### config.mk
export PLATFORM = sky130hd
export DESIGN_NAME = divider_seq_flat
export DESIGN_NICKNAME = d
export VERILOG_FILES = /design/src/rtl/divider_seq_pkg.sv /design/src/rtl/divider_seq_if.sv /design/src/rtl/divider_seq_subtractk.sv /design/src/rtl/divider_seq.sv /design/src/flat_wrapper.sv
export SDC_FILE = /design/constraint.sdc
export NUM_CORES = 1
export LEC_CHECK = 0
export CAP_MARGIN = 20
export CORE_AREA = 2 2 91 93
export DETAILED_ROUTE_END_ITERATION = 8
export DIE_AREA = 0 0 93 95
export HOLD_SLACK_MARGIN = 0.08
export PLACE_DENSITY = 0.4
export SETUP_SLACK_MARGIN = 0.2
export SLEW_MARGIN = 20
export SYNTH_ARGS = -nofsm -noshare
export SYNTH_HDL_FRONTEND = slang
export SYNTH_HIERARCHICAL = 1
export SYNTH_SLANG_ARGS = --single-unit
### constraint.sdc
create_clock -name Clock -period 4.7 [get_ports Clock]
set_input_delay 0.94 -clock Clock [delete_from_list [all_inputs] [get_ports Clock]]
set_output_delay 0.94 -clock Clock [all_outputs]
set_load 0.05 [all_outputs]
### src/rtl/divider_seq_pkg.sv
// Shared constants for the sequential divider: default width and FSM encoding.
package divider_seq_pkg;
  localparam int N_DEFAULT = 8;

  localparam logic [1:0] IDLE = 2'd0;
  localparam logic [1:0] LOOP = 2'd1;
  localparam logic [1:0] DONE = 2'd2;
endpackage

### src/rtl/divider_seq_if.sv
// Request/result bundle of the divider. The master drives the operands and
// Start; the slave (the divider) returns quotient, remainder and status.
interface divider_seq_if
  import divider_seq_pkg::*;
#(
  parameter int n = N_DEFAULT
);
  logic         Start;
  logic [n-1:0] A;
  logic [n-1:0] B;
  logic [n-1:0] Q;
  logic [n-1:0] R;
  logic         Busy;
  logic         Done;
  logic         DivZero;

  modport master (output Start, A, B, input Q, R, Busy, Done, DivZero);
  modport slave  (input Start, A, B, output Q, R, Busy, Done, DivZero);
endinterface

### src/rtl/divider_seq_subtractk.sv
// k-bit unsigned subtractor. borrow is set when X < Y.
module subtractk #(
  parameter int k = 9
) (
  input  logic [k-1:0] X,
  input  logic [k-1:0] Y,
  output logic [k-1:0] D,
  output logic         borrow
);
  // One extra bit on both operands turns the carry-out into the borrow flag
  assign {borrow, D} = {1'b0, X} - {1'b0, Y};
endmodule

### src/rtl/divider_seq.sv
// Unsigned restoring shift-subtract divider, one quotient bit per clock.
// During LOOP the quotient register starts out holding the dividend and is
// shifted left into the remainder, so {R,Q} behaves as one 2n-bit shifter.
module divider_seq
  import divider_seq_pkg::*;
#(
  parameter int n = N_DEFAULT
) (
  input  logic          Clock,
  input  logic          Resetn,
  divider_seq_if.slave  bus
);
  localparam int CW = $clog2(n);

  logic [1:0]    r_state;
  logic [n-1:0]  r_b;
  logic [n-1:0]  r_q;
  logic [n-1:0]  r_r;
  logic [CW-1:0] r_cnt;
  logic          r_dz;

  logic [n:0]    w_rsh;
  logic [n:0]    w_diff_full;
  logic [n-1:0]  w_diff;
  logic          w_diff_msb_unused;
  logic          w_borrow;

  // Remainder shifted left with the next dividend bit brought in from Q
  assign w_rsh = {r_r, r_q[n-1]};

  subtractk #(.k(n+1)) u_sub (
    .X      (w_rsh),
    .Y      ({1'b0, r_b}),
    .D      (w_diff_full),
    .borrow (w_borrow)
  );

  // When there is no borrow the difference is below B, so its MSB is always 0
  assign w_diff            = w_diff_full[n-1:0];
  assign w_diff_msb_unused = w_diff_full[n];

  // FSM plus datapath registers; a zero divisor bypasses LOOP entirely
  always_ff @(posedge Clock or negedge Resetn) begin
    if (!Resetn) begin
      r_state <= IDLE;
      r_b     <= '0;
      r_q     <= '0;
      r_r     <= '0;
      r_cnt   <= '0;
      r_dz    <= 1'b0;
    end else begin
      case (r_state)
        IDLE: begin
          if (bus.Start) begin
            r_b   <= bus.B;
            r_cnt <= CW'(n-1);
            if (bus.B == '0) begin
              r_q     <= '1;
              r_r     <= bus.A;
              r_dz    <= 1'b1;
              r_state <= DONE;
            end else begin
              r_q     <= bus.A;
              r_r     <= '0;
              r_state <= LOOP;
            end
          end
        end
        LOOP: begin
          r_q   <= {r_q[n-2:0], ~w_borrow};
          r_r   <= w_borrow ? w_rsh[n-1:0] : w_diff;
          r_cnt <= r_cnt - 1'b1;
          if (r_cnt == '0) r_state <= DONE;
        end
        DONE: begin
          // Held Start parks here so it cannot retrigger a new division
          if (!bus.Start) begin
            r_state <= IDLE;
            r_dz    <= 1'b0;
          end
        end
        default: begin
          r_state <= IDLE;
          r_dz    <= 1'b0;
        end
      endcase
    end
  end

  assign bus.Q       = r_q;
  assign bus.R       = r_r;
  assign bus.Busy    = (r_state == LOOP);
  assign bus.Done    = (r_state == DONE);
  assign bus.DivZero = r_dz;
endmodule

### src/flat_wrapper.sv
// flat-port wrapper written by rule: the top's interface ports become plain ports
module divider_seq_flat import divider_seq_pkg::*;
#(
  parameter int n = N_DEFAULT
)
  (Clock, Resetn, bus_Start, bus_A, bus_B, bus_Q, bus_R, bus_Busy, bus_Done, bus_DivZero);
  divider_seq_if #(.n(n)) bus_i ();
  input  logic Clock;
  input  logic Resetn;
  input wire logic [$bits(bus_i.Start)-1:0] bus_Start;
  input wire logic [$bits(bus_i.A)-1:0] bus_A;
  input wire logic [$bits(bus_i.B)-1:0] bus_B;
  output wire logic [$bits(bus_i.Q)-1:0] bus_Q;
  output wire logic [$bits(bus_i.R)-1:0] bus_R;
  output wire logic [$bits(bus_i.Busy)-1:0] bus_Busy;
  output wire logic [$bits(bus_i.Done)-1:0] bus_Done;
  output wire logic [$bits(bus_i.DivZero)-1:0] bus_DivZero;
  assign bus_i.Start = bus_Start;
  assign bus_i.A = bus_A;
  assign bus_i.B = bus_B;
  assign bus_Q = bus_i.Q;
  assign bus_R = bus_i.R;
  assign bus_Busy = bus_i.Busy;
  assign bus_Done = bus_i.Done;
  assign bus_DivZero = bus_i.DivZero;
  divider_seq #(.n(n)) u_core (.Clock(Clock), .Resetn(Resetn), .bus(bus_i));
endmodule
==> impl_results.md <==
- Clk_lat worst skew: roughly 0.28 ns
- Total congestion overflow: 0
- Crit path kind: reg2out
- DRC Markers: 0
- Final Cycle Share: 0.756
- Maximum vdd ir drop: 0.219 mV
- Hold-fix buffers, CTS: 0
- WL final: 4.61 mm
- Post-Place Cell Area: 2310 sq um
- CP arrival: 2.61 ns
- Gate power share: 0.640
- Die area: 8840 sq um
- Final hold vios: 0
- Post-CTS Repair Setup Buffers: 0
- CTS tree: yes
- Root buffer cell: clkbuf_8
- Clk buf depth: 2
- Critical Path Slowest Stage Cell: clkdlybuf4s50_1
- Pin count of the biggest net entering global routing: 36
- Maximum fanout along the worst path: 18
- Starting Density: 0.238
- Worst Clk Skew: 0.00442 ns
- Synthesized Nets: 228
- Tmin final: ~3.6 ns
- Worst hold path type: reg2reg
- Bufs and invs on worst path: 2
- First-pass iteration count of the detailed router: 4
- Height of the die: 95 um
- Die X: between 90 and 100 um
- Final Power: about 2 mW
- Critical Path RT: ~3.8 ns
- IO Port Bufs: 37
- Synth Area per Inst: 9.59 sq um
- CP startpoint kind: flop
- Final HPWL DP: 3.41 mm
- Max-cap violations: 0
- H-Tree Depth: 2
- Vias in the first global route: 1,426
- Rows: 33
- Clock group share of total power: 0.108
- Leakage: 1.02 nW
- Status: finished clean
- Finish-stage setup viols: 0
- Num CTS Buffers: 5
- Worst Tran Pin Value: 0.717 ns
- Sw Pwr: around 1000 uW
- Worst path cell trace: nand2b_1 > clkinv_2 > clkdlybuf4s50_1
- Via count: 1,480
- WL/cell: 13.7 um
- Post-Syn Instances: just under 200
- I/O pins: 38
- Share of cells above drive strength 1: 0.112
- Switch share: 0.489
- Worst path max stage delay: 0.84 ns
- Number of fill cells: 862
- Final Cell Area: 2410 sq um
- Global Route Usage Sum: 0.110
- Flop pwr share: 0.251
- Power per Cell Area: 849 nW/um^2
- Warnings from Yosys: 6
- Fmax: 281 MHz
- First-pass GRT wire length: 7.45 mm
- NumNets Final: 262
- Area Growth Syn to Fin: 27.5%
- Post-Syn Area: 1890 sq um
- RSZ-0062 raised after global routing: false
- Clk slew on worst S/H paths: 0.07 ns
- Int Power: ~1.0 mW
- Endpoint class of the critical path: primary output
- Drt initial violations: 62
- Final antenna-violating net count: 0
- TritonCTS Sinks: 30
- Slew Viols, Final: 0
- N_diodes: 0
- Core area: 7930 sq um
- Via density: 4.39
- Placer Congestion: between 0.7 and 0.8
- Finished Core Util: 0.304
- Max_slew headroom: 0.519
- Cts repair resizes: 0
- Number of antenna violations at the first check in global routing: 0
- Crit-path leading delay family: buffers and inverters
- Sum of negative setup slack: 0 ns
## metrics by stage
stage	hold slack [ns]	setup WS, ns	std cells
6_report	0.511	1.15	337
2_1_floorplan	0.481	1.97	197
4_1_cts	0.516	1.14	337
3_3_place_gp	0.495	1.53	329
5_1_grt	0.528	0.893	337
3_5_place_dp	0.499	1.46	329
## placed cells by master, fill, tap and decap left out
| cell type | n |
|---|---|
| a21bo_2 | 1 |
| a21boi_0 | 1 |
| a21o_1 | 4 |
| a21oi_1 | 8 |
| a31oi_1 | 10 |
| a41o_1 | 1 |
| a41oi_1 | 7 |
| and2_1 | 1 |
| buf_4 | 2 |
| clkbuf_8 | 6 |
| clkdlybuf4s50_1 | 37 |
| clkinv_2 | 2 |
| clkinvlp_4 | 1 |
| conb_1 | 1 |
| dfrtp_1 | 30 |
| fa_1 | 1 |
| ha_1 | 11 |
| inv_1 | 15 |
| inv_2 | 1 |
| mux2_2 | 8 |
| nand2_1 | 19 |
| nand2b_1 | 11 |
| nand3_1 | 1 |
| nand3_2 | 1 |
| nand4_1 | 8 |
| nor2_1 | 19 |
| nor2b_1 | 1 |
| nor3b_1 | 1 |
| nor3b_4 | 1 |
| nor4_4 | 2 |
| o211ai_1 | 8 |
| o21ai_0 | 3 |
| o21ba_2 | 1 |
| o21bai_1 | 1 |
| o22ai_1 | 1 |
| xnor2_1 | 3 |
| xor2_1 | 3 |
## flip-flops by register name (all words and copies together) (netlist names)
name / flops
u_core/bus.Q: 8
u_core/bus.R: 8
u_core/r_b: 8
u_core/r_cnt: 3
u_core/r_state: 2
u_core/bus.DivZero: 1
## layout make-up
type	count	area [sq um]	share of cell area
repair buffers	39	385	0.160
flip-flops and latches	30	751	0.312
multi-input cells	138	982	0.408
clock buffers	6	82.6	0.0343
well taps	105	131	0.0545
clock inverters	2	12.5	0.00519
inverters	17	65.1	0.0270
## path summary, 6_finish.rpt
kind                                         from         endpoint  slack, ns  cells past startpoint
min in group asynchronous                  Resetn  u_core/r_cnt[0]       1.05                      2
worst min-delay path                u_core/r_b[7]    u_core/r_b[7]       0.51                      1
worst max-delay path            u_core/r_state[0]         bus_Busy       1.15                      3
worst max register to register    u_core/bus.R[0]  u_core/bus.R[4]       2.23                      9
worst min register to register      u_core/r_b[7]    u_core/r_b[7]       0.51                      1
max in group asynchronous                  Resetn  u_core/bus.R[2]       3.35                      2
## power groups by stage
| stage | registers (mW) | clock network [mW] | logic [mW] |
|---|---|---|---|
| global route | 0.540 | 0.246 | 1.44 |
| floorplan | 0.726 | 0 | 0.794 |
| CTS | 0.520 | 0.237 | 1.33 |
| finish | 0.514 | 0.222 | 1.31 |
| global placement | 0.521 | 0 | 1.32 |
| detailed placement | 0.525 | 0 | 1.32 |
## layer usage
| layer | global-route usage | part of all wire | up-vias |
|---|---|---|---|
| met4 | 0.0404 | 0.0089 | 0 |
| met1 | 0.148 | 0.48 | 694 |
| li1 | - | - | 762 |
| met5 | 0 | 0 | - |
| met2 | 0.177 | 0.49 | 22 |
| met3 | 0.0215 | 0.028 | 2 |
Power figures use the tool's default switching activity.
